===== src/rtl/ysyx_00000000_lsu_if.sv =====
// rtl/ysyx_00000000_lsu_if.sv - AXI-style memory bus between the LSU and the core bridge
interface ysyx_00000000_lsu_if;
    logic        arvalid;
    logic        arready;
    logic [31:0] araddr;
    logic [2:0]  arsize;
    logic        rvalid;
    logic        rready;
    logic [31:0] rdata;
    logic [1:0]  rresp;
    logic        awvalid;
    logic        awready;
    logic [31:0] awaddr;
    logic        wvalid;
    logic        wready;
    logic [31:0] wdata;
    logic [3:0]  wstrb;
    logic        bvalid;
    logic        bready;
    logic [1:0]  bresp;

    modport master (
        output arvalid, araddr, arsize, rready,
        output awvalid, awaddr, wvalid, wdata, wstrb, bready,
        input  arready, rvalid, rdata, rresp,
        input  awready, wready, bvalid, bresp
    );

    modport slave (
        input  arvalid, araddr, arsize, rready,
        input  awvalid, awaddr, wvalid, wdata, wstrb, bready,
        output arready, rvalid, rdata, rresp,
        output awready, wready, bvalid, bresp
    );
endinterface


===== src/rtl/ysyx_00000000_lsu.sv =====
// rtl/ysyx_00000000_lsu.sv - blocking load/store unit between EXU and the core AXI bridge
module ysyx_00000000_lsu #(
    parameter bit MISALIGN_ERR = 1'b1
) (
    input  logic                       clock,
    input  logic                       reset,
    input  logic                       req_valid,
    output logic                       req_ready,
    input  logic                       req_wen,
    input  logic [2:0]                 req_func3,
    input  logic [31:0]                req_addr,
    input  logic [31:0]                req_wdata,
    input  logic [4:0]                 req_rd,
    ysyx_00000000_lsu_if.master        bus,
    output logic                       wb_valid,
    input  logic                       wb_ready,
    output logic [31:0]                wb_rdata,
    output logic [4:0]                 wb_rd,
    output logic                       wb_wen,
    output logic                       wb_err
);

    typedef enum logic [2:0] {
        IDLE  = 3'd0,
        RADDR = 3'd1,
        RDATA = 3'd2,
        WREQ  = 3'd3,
        WRESP = 3'd4,
        RESP  = 3'd5
    } state_t;

    state_t      state;
    state_t      state_n;

    logic [31:0] addr_q;
    logic [31:0] wdata_q;
    logic [31:0] rdata_q;
    logic [2:0]  func3_q;
    logic [4:0]  rd_q;
    logic        wen_q;
    logic        err_q;
    logic        aw_done;
    logic        w_done;

    logic        req_illegal;
    logic        misaligned;
    logic        bad_func3;
    logic [31:0] r_shift;
    logic [31:0] load_ext;
    logic [3:0]  strb_base;
    logic        aw_fire;
    logic        w_fire;

    assign aw_fire = bus.awvalid && bus.awready;
    assign w_fire  = bus.wvalid  && bus.wready;

    // Classify the incoming request; illegal ones never reach the bus
    always_comb begin
        misaligned = 1'b0;
        bad_func3  = 1'b0;
        case (req_func3[1:0])
            2'd1:    misaligned = req_addr[0];
            2'd2:    misaligned = |req_addr[1:0];
            default: misaligned = 1'b0;
        endcase
        if (req_wen) begin
            bad_func3 = (req_func3 > 3'd2);
        end else begin
            bad_func3 = (req_func3 == 3'd3) || (req_func3 == 3'd6) || (req_func3 == 3'd7);
        end
        req_illegal = MISALIGN_ERR && (misaligned || bad_func3);
    end

    // Move the addressed lane down to bit 0 and extend according to func3
    always_comb begin
        r_shift  = bus.rdata >> {addr_q[1:0], 3'b000};
        load_ext = r_shift;
        case (func3_q)
            3'd0:    load_ext = {{24{r_shift[7]}}, r_shift[7:0]};
            3'd1:    load_ext = {{16{r_shift[15]}}, r_shift[15:0]};
            3'd4:    load_ext = {24'd0, r_shift[7:0]};
            3'd5:    load_ext = {16'd0, r_shift[15:0]};
            default: load_ext = r_shift;
        endcase
    end

    // Byte-enable pattern for the access size before lane positioning
    always_comb begin
        strb_base = 4'b1111;
        case (func3_q[1:0])
            2'd0:    strb_base = 4'b0001;
            2'd1:    strb_base = 4'b0011;
            default: strb_base = 4'b1111;
        endcase
    end

    // State register
    always_ff @(posedge clock or negedge reset) begin
        if (!reset) begin
            state <= IDLE;
        end else begin
            state <= state_n;
        end
    end

    // Next-state decode; AW and W may complete in either order or together
    always_comb begin
        state_n = state;
        case (state)
            IDLE: begin
                if (req_valid) begin
                    if (req_illegal)  state_n = RESP;
                    else if (req_wen) state_n = WREQ;
                    else              state_n = RADDR;
                end
            end
            RADDR:   if (bus.arready) state_n = RDATA;
            RDATA:   if (bus.rvalid)  state_n = RESP;
            WREQ:    if ((aw_done || aw_fire) && (w_done || w_fire)) state_n = WRESP;
            WRESP:   if (bus.bvalid)  state_n = RESP;
            RESP:    if (wb_ready)    state_n = IDLE;
            default: state_n = IDLE;
        endcase
    end

    // Latch the request, capture bus responses and track write-channel progress
    always_ff @(posedge clock or negedge reset) begin
        if (!reset) begin
            addr_q  <= 32'd0;
            wdata_q <= 32'd0;
            rdata_q <= 32'd0;
            func3_q <= 3'd0;
            rd_q    <= 5'd0;
            wen_q   <= 1'b0;
            err_q   <= 1'b0;
            aw_done <= 1'b0;
            w_done  <= 1'b0;
        end else begin
            case (state)
                IDLE: begin
                    if (req_valid) begin
                        addr_q  <= req_addr;
                        wdata_q <= req_wdata;
                        func3_q <= req_func3;
                        rd_q    <= req_rd;
                        wen_q   <= req_wen;
                        err_q   <= req_illegal;
                        rdata_q <= 32'd0;
                        aw_done <= 1'b0;
                        w_done  <= 1'b0;
                    end
                end
                RDATA: begin
                    if (bus.rvalid) begin
                        err_q   <= (bus.rresp != 2'b00);
                        rdata_q <= (bus.rresp != 2'b00) ? 32'd0 : load_ext;
                    end
                end
                WREQ: begin
                    aw_done <= aw_done || aw_fire;
                    w_done  <= w_done  || w_fire;
                end
                WRESP: begin
                    if (bus.bvalid) begin
                        err_q <= (bus.bresp != 2'b00);
                    end
                end
                default: ;
            endcase
        end
    end

    assign req_ready   = (state == IDLE);

    assign bus.arvalid = (state == RADDR);
    assign bus.araddr  = addr_q;
    assign bus.arsize  = {1'b0, func3_q[1:0]};
    assign bus.rready  = (state == RDATA);

    assign bus.awvalid = (state == WREQ) && !aw_done;
    assign bus.awaddr  = addr_q;
    assign bus.wvalid  = (state == WREQ) && !w_done;
    assign bus.wdata   = wdata_q << {addr_q[1:0], 3'b000};
    assign bus.wstrb   = (state == WREQ) ? (strb_base << addr_q[1:0]) : 4'b0000;
    assign bus.bready  = (state == WRESP);

    assign wb_valid    = (state == RESP);
    assign wb_err      = (state == RESP) && err_q;
    assign wb_rdata    = (state == RESP) ? rdata_q : 32'd0;
    assign wb_wen      = (state == RESP) && !wen_q && !err_q;
    assign wb_rd       = ((state == RESP) && !wen_q) ? rd_q : 5'd0;

endmodule


===== src/flat_wrapper.sv =====
// flat-port wrapper written by rule: the top's interface ports become plain ports
module ysyx_00000000_lsu_flat 
#(
    parameter bit MISALIGN_ERR = 1'b1
)
  (clock, reset, req_valid, req_ready, req_wen, req_func3, req_addr, req_wdata, req_rd, wb_valid, wb_ready, wb_rdata, wb_rd, wb_wen, wb_err, bus_arvalid, bus_araddr, bus_arsize, bus_rready, bus_awvalid, bus_awaddr, bus_wvalid, bus_wdata, bus_wstrb, bus_bready, bus_arready, bus_rvalid, bus_rdata, bus_rresp, bus_awready, bus_wready, bus_bvalid, bus_bresp);
  ysyx_00000000_lsu_if bus_i ();
  input  logic clock;
  input  logic reset;
  input  logic req_valid;
  output logic req_ready;
  input  logic req_wen;
  input  logic [2:0] req_func3;
  input  logic [31:0] req_addr;
  input  logic [31:0] req_wdata;
  input  logic [4:0] req_rd;
  output logic wb_valid;
  input  logic wb_ready;
  output logic [31:0] wb_rdata;
  output logic [4:0] wb_rd;
  output logic wb_wen;
  output logic wb_err;
  output wire logic [$bits(bus_i.arvalid)-1:0] bus_arvalid;
  output wire logic [$bits(bus_i.araddr)-1:0] bus_araddr;
  output wire logic [$bits(bus_i.arsize)-1:0] bus_arsize;
  output wire logic [$bits(bus_i.rready)-1:0] bus_rready;
  output wire logic [$bits(bus_i.awvalid)-1:0] bus_awvalid;
  output wire logic [$bits(bus_i.awaddr)-1:0] bus_awaddr;
  output wire logic [$bits(bus_i.wvalid)-1:0] bus_wvalid;
  output wire logic [$bits(bus_i.wdata)-1:0] bus_wdata;
  output wire logic [$bits(bus_i.wstrb)-1:0] bus_wstrb;
  output wire logic [$bits(bus_i.bready)-1:0] bus_bready;
  input wire logic [$bits(bus_i.arready)-1:0] bus_arready;
  input wire logic [$bits(bus_i.rvalid)-1:0] bus_rvalid;
  input wire logic [$bits(bus_i.rdata)-1:0] bus_rdata;
  input wire logic [$bits(bus_i.rresp)-1:0] bus_rresp;
  input wire logic [$bits(bus_i.awready)-1:0] bus_awready;
  input wire logic [$bits(bus_i.wready)-1:0] bus_wready;
  input wire logic [$bits(bus_i.bvalid)-1:0] bus_bvalid;
  input wire logic [$bits(bus_i.bresp)-1:0] bus_bresp;
  assign bus_arvalid = bus_i.arvalid;
  assign bus_araddr = bus_i.araddr;
  assign bus_arsize = bus_i.arsize;
  assign bus_rready = bus_i.rready;
  assign bus_awvalid = bus_i.awvalid;
  assign bus_awaddr = bus_i.awaddr;
  assign bus_wvalid = bus_i.wvalid;
  assign bus_wdata = bus_i.wdata;
  assign bus_wstrb = bus_i.wstrb;
  assign bus_bready = bus_i.bready;
  assign bus_i.arready = bus_arready;
  assign bus_i.rvalid = bus_rvalid;
  assign bus_i.rdata = bus_rdata;
  assign bus_i.rresp = bus_rresp;
  assign bus_i.awready = bus_awready;
  assign bus_i.wready = bus_wready;
  assign bus_i.bvalid = bus_bvalid;
  assign bus_i.bresp = bus_bresp;
  ysyx_00000000_lsu #(.MISALIGN_ERR(MISALIGN_ERR)) u_core (.clock(clock), .reset(reset), .req_valid(req_valid), .req_ready(req_ready), .req_wen(req_wen), .req_func3(req_func3), .req_addr(req_addr), .req_wdata(req_wdata), .req_rd(req_rd), .bus(bus_i), .wb_valid(wb_valid), .wb_ready(wb_ready), .wb_rdata(wb_rdata), .wb_rd(wb_rd), .wb_wen(wb_wen), .wb_err(wb_err));
endmodule

===== config.mk =====
export PLATFORM = sky130hd
export DESIGN_NAME = ysyx_00000000_lsu_flat
export DESIGN_NICKNAME = d
export VERILOG_FILES = /design/src/rtl/ysyx_00000000_lsu_if.sv /design/src/rtl/ysyx_00000000_lsu.sv /design/src/flat_wrapper.sv
export SDC_FILE = /design/constraint.sdc
export NUM_CORES = 1
export LEC_CHECK = 0
export BUFFER_PORTS_ARGS = -buffer_cell sky130_fd_sc_hd__buf_2
export CAP_MARGIN = 15
export CORE_ASPECT_RATIO = 1.75
export CORE_MARGIN = 5
export CORE_UTILIZATION = 43
export DETAILED_ROUTE_END_ITERATION = 12
export GPL_TIMING_DRIVEN = 0
export PLACE_DENSITY = 0.77
export SLEW_MARGIN = 40
export SYNTH_ARGS = -nofsm -noshare
export SYNTH_HDL_FRONTEND = slang
export SYNTH_SLANG_ARGS = --single-unit

===== constraint.sdc =====
create_clock -name clock -period 1.7 [get_ports clock]
set_clock_uncertainty 0.05 [all_clocks]
set_input_delay 0.085 -clock clock [delete_from_list [all_inputs] [get_ports clock]]
set_output_delay 0.085 -clock clock [all_outputs]
set_load 0.05 [all_outputs]

# == Yosys cells after proc, flatten, opt, wreduce, memory -nomap -nowiden ==
# Index checks and enable logic that the tools add are counted.
# Widths: inputs -> output; s select.
# word_totals
regBits,111
out_inout_bits,149
word_cells,92
# classes
order_cmp,1
n_eq_ne,20
shifts,3
n_mux,27
reduce_logical,31
# ops
operator,count
$mux 32,4
$pmux 32 s4,1
$pmux 32 s2,1
$shl 32x5->32,1
$shr 32x5->32,1
$mux 3,7
$eq 3x3->1 const B,6
$pmux 3 s6,1
$ne 2x1->1 const B,5
$eq 3x2->1 const B,3
$logic_and 1x1->1,8
$pmux 4 s2,1
$reduce_bool 2->1,4
$eq 3x1->1 const B,2
$logic_not 3->1,2
$pmux 1 s2,3
$reduce_and 6->1,1
$logic_or 1x1->1,5
$mux 1,5
$mux 5,1
$eq 2x1->1 const B,2
$logic_not 1->1,4
$mux 4,1
$reduce_and 2->1,2
other kinds (11),11

# == Logic depth before layout (Yosys ltp) ==
# logic_depth
word_depth,8
mapped_depth,7
depth_no_buf,6

# == Least setup slack after synthesis ==
# OpenSTA, ideal clock, no wires.
# synth_timing
kind,register to output
start,register u_core.addr_q[0] (netlist: u_core.bus.araddr[0])
end,output bus_wstrb[2]
t_arrival_ps,2926
slack_ps,-1361
path_stages_with_launch,7
path_buffers,4
path_cell_list,dfrtp_1 > buf_6 > buf_2 > buf_2 > buf_2 > nand2_1 > a221oi_1
# synth_between
elab_chain_len,2
# synth_lines
element,line_no,text
from (decl),ysyx_00000000_lsu.sv:35,logic [31:0] addr_q;
from (signal assigned),ysyx_00000000_lsu.sv:142,addr_q <= req_addr;
$shl 4x2->4,ysyx_00000000_lsu.sv:184,assign bus.wstrb = (state == WREQ) ? (strb_base << addr_q[1:0]) : 4'b0000;
$mux 4,ysyx_00000000_lsu.sv:184,
to (decl),flat_wrapper.sv:31,output wire logic [$bits(bus_i.wstrb)-1:0] bus_wstrb;
# Every way passes these cells.

# == Worst setup path in the final report ==
# layout_timing
start,register u_core.state[2]
end,register u_core.rdata_q[16]
# layout_between
elab_chain_len,3
word_cells_on_any_way,7
classes_between,eq/ne (3); mux (1); reduce/logical (3)
# layout_lines
element,line_no,text
from (decl),ysyx_00000000_lsu.sv:32,state_t state;
from (signal assigned),ysyx_00000000_lsu.sv:102,state <= state_n;
$eq 3x2->1 or $logic_not 3->1 (tied branches),ysyx_00000000_lsu.sv:139,case (state)
$ne 2x1->1 (no source line) (tied with other cells),--,
$reduce_and 3->1 (no source line),--,
to (signal assigned),ysyx_00000000_lsu.sv:156,rdata_q <= (bus.rresp != 2'b00) ? 32'd0 : load_ext;
to (decl),ysyx_00000000_lsu.sv:37,logic [31:0] rdata_q;
# Several ways; a longest one is shown, not always the timed one.
# A chain may end at the register's enable or synchronous reset.

==> flow_summary.yaml <==
run_status:
  outcome: "finished, violations left"
  violations: "setup timing"
clock_network:
  htreeDepth: 3
  cts_buffers: 9
  cts.sinks: 111
  cts_tree: "yes"
  worstSkewPairLatency_ns: 0.35
  clock_tree.buffer_depth: 2
  root_buffer: "clkbuf_16"
  path_clk_slew_ns: 0.09
floorplan:
  die_h_um: 167
  rows: 57
  design.die.area_um2: 16700
  die_x_um: 100
  coreArea_um2: 13900
  initial_core_util_pct: 43.8
  io_pins: 267
layout:
  layout.nets: 1103
  area_delta_synth_final_pct: 97.1
  drive_gt1_share_pct: 67.8
  diodes: 0
  fin_area_um2: 12000
  fillerInstances: 611
detailed_routing:
  antenna_left: 0
  drtIter0Drc: 369
  drc: 0
  vias_per_cell: 5.72
  drt_wl_total_um: 29100
  wl_per_cell_um: 25.0
  vias: 6651
  firstDrtPassIters: 4
grt:
  grt_pass1_vias: 7262
  gr-total-overflow: 0
  grt_pass1_wl_um: 41300
  antenna_found_initial: 0
  grt_usage_pct: 32.1
  grt_max_degree: 73
setup_path:
  arrival_ns: 2.30
  crit_end: "u_core.rdata_q[16]"
  critical_path_class: "flip-flop to flip-flop"
  cp-start-kind: "flip-flop"
  crit_required_ns: 1.93
  crit_fanout: 10
  ff2ff_path_depth: 6
  rr_startpoint: "u_core.state[2]"
  startpoint: "u_core.state[2]"
  rr_endpoint: "u_core.rdata_q[16]"
  reg2reg_slack_ns: -0.37
  setup.worst_path.end_class: "flip-flop"
timing:
  finalSetupTns_ns: -36.92
  layout_min_cycle_time_ns: 2.07
  rsz0062_at_grt: "true"
  setup_viol: 185
  worst_pin_slew_ns: 0.670
  finalCritPeriodShare_pct: 122
  final_max_slew_viol_count: 0
  timing.final.hold_violations: 0
  slew_headroom_pct: 55.3
  fmax_mhz: 482
  worst_slack_ns: -0.374
placement:
  placed_area_um2: 8310
  portBuffers: 265
  dpl_worst_slack_ns: -0.477
  gp_congestion: 0.896
  dp_hpwl_um: 15600
logic_synthesis:
  synth_area_per_cell_um2: 11.0
  syn_area_um2: 6090
  syn-num-nets: 677
  ys_ff_latch: 111
  synth_cell_types: 46
  ys_seq_area_share_pct: 45.6
  synth_cells: 555
  ys_warn_count: 0
  async_flop_share_pct: 100
  synth_edf_count: 0
  ys.flop_type: "dfrtp_1"
power:
  p_leak_nw: 5.61
  ir_drop_mv: 1.82
  power_density_nw_per_um2: 2310
hold_path:
  holdCritPathClass: "input port to flip-flop"
flow_run:
  drv_cap: 0
## repair_timing
item                       4_1_cts  5_1_grt
setup endpoints to repair      188      190
setup buffers                   43       19
resized for setup              392      170
pin swaps                       50       26
gates cloned                    17        2
hold buffers                    83        0
hold endpoints to repair       153        0
## Yosys cell counts (2+ instances only)
| master | number | share of area [%] |
|---|---|---|
| a211oi_1 | 10 | 1.2 |
| a21o_1 | 2 | 0.25 |
| a21oi_1 | 23 | 1.9 |
| a221o_1 | 6 | 0.99 |
| a221o_2 | 9 | 1.7 |
| a22o_1 | 8 | 1.2 |
| a31oi_1 | 3 | 0.31 |
| and2_1 | 47 | 4.8 |
| buf_1 | 4 | 0.25 |
| buf_2 | 14 | 1.2 |
| buf_4 | 35 | 4.3 |
| buf_6 | 2 | 0.37 |
| clkbuf_1 | 20 | 1.2 |
| dfrtp_1 | 111 | 46 |
| ha_1 | 4 | 0.82 |
| inv_1 | 6 | 0.37 |
| mux2_2 | 80 | 15 |
| mux2i_1 | 34 | 5.6 |
| mux4_2 | 2 | 0.74 |
| nand2_1 | 26 | 1.6 |
| nand2b_1 | 8 | 0.82 |
| nand3b_1 | 2 | 0.25 |
| nor2_1 | 25 | 1.5 |
| nor2b_1 | 10 | 1.0 |
| nor3_1 | 7 | 0.58 |
| nor3b_2 | 3 | 0.62 |
| o21ai_0 | 27 | 2.2 |
| o2bb2ai_1 | 8 | 1.2 |
| o31ai_1 | 2 | 0.25 |
## worst min path at each step
| stage | startpoint | endpoint | slack (ns) | cells after the start |
|---|---|---|---|---|
| finish | req_func3[1] | u_core.func3_q[1] | 0.04 | 2 |
| global route | req_func3[1] | u_core.func3_q[1] | 0.03 | 2 |
| CTS | wb_ready | u_core.state[2] | 0.01 | 4 |
| detailed placement | reset | u_core.state[0] | 0.04 | 1 |
| global placement | req_addr[8] | u_core.bus.araddr[8] | 0.27 | 2 |
| floorplan | reset | u_core.aw_done | -0.26 | 0 |
## layout make-up
type	instances	area (um^2)	share of cell area, %
clock inverters	6	58.8	0.490
inverters	6	40.0	0.334
repair inverters	1	7.51	0.0625
plain buffers	68	727	6.06
flip-flops and latches	111	2780	23.2
clock buffers	10	239	1.99
repair buffers	420	3820	31.8
multi-input cells	364	4110	34.2
well taps	177	221	1.84
## worst max-delay path: stages, from the launching register on
cell and delay (ns):
dfrtp_2 0.46, buf_12 0.15, nor3b_4 0.23, nand4b_1 0.26, clkbuf_8 0.26, nor3b_4 0.36, a221o_1 0.23
## placed cells by master (no fill, tap or decap), drive strengths merged, types with 8 or more instances in the layout
master / count
a22o: 8
clkbuf: 25
dlygate4sd3: 83
mux2: 80
and2: 47
nand2b: 8
nor2b: 10
nand2: 26
o21ai: 27
inv: 10
dfrtp: 111
a21oi: 23
buf: 390
a211oi: 10
mux2i: 34
a221o: 15
nor2: 26
o2bb2ai: 8
## power by group
part	internal (W)	switching, W
clock network	0.00108	0.00113
registers	0.00365	0.00127
logic	0.00886	0.0117
## state kept, by name, summed over array words and instances, names as in the netlist
signal and flops:
u_core.w_done 1, u_core.wdata_q 32, u_core.func3_q 3, u_core.bus.araddr 32, u_core.aw_done 1, u_core.rd_q 5
u_core.wen_q 1, u_core.state 3, u_core.err_q 1, u_core.rdata_q 32
## metal layers
metal	up-vias	GRT usage [%]	wire, um
li1	2806	-	-
met1	3295	33.2	9500
met2	425	59.4	15900
met3	125	5.45	1790
met4	0	18.2	1900
met5	-	0	0
## per-stage QoR
stage | total power, W | std cells | hold slack [ns] | util, %
2_1_floorplan | 0.0158 | 555 | -0.261 | -
3_3_place_gp | 0.0187 | 997 | 0.266 | 59.5
3_5_place_dp | 0.0189 | 998 | 0.0384 | 59.7
4_1_cts | 0.0254 | 1155 | 0.0126 | 82.3
5_1_grt | 0.0286 | 1163 | 0.0276 | 86.3
6_report | 0.0277 | 1163 | 0.0420 | 86.3
## logic make-up (layout without fill, tap and decap cells)
group | count (synthesis) | after routing | synth area share [%]
AND/OR/NAND/NOR | 136 | 137 | 12.5
multiplexers | 116 | 116 | 21.1
adder cells (fa/ha/maj) | 4 | 4 | 0.822
AO/OA/AOI/OAI | 106 | 106 | 12.3
other | 1 | 1 | 0.0616
buffers and inverters | 81 | 511 | 7.68
flip-flops | 111 | 111 | 45.6
Power figures use the tool's default switching activity.
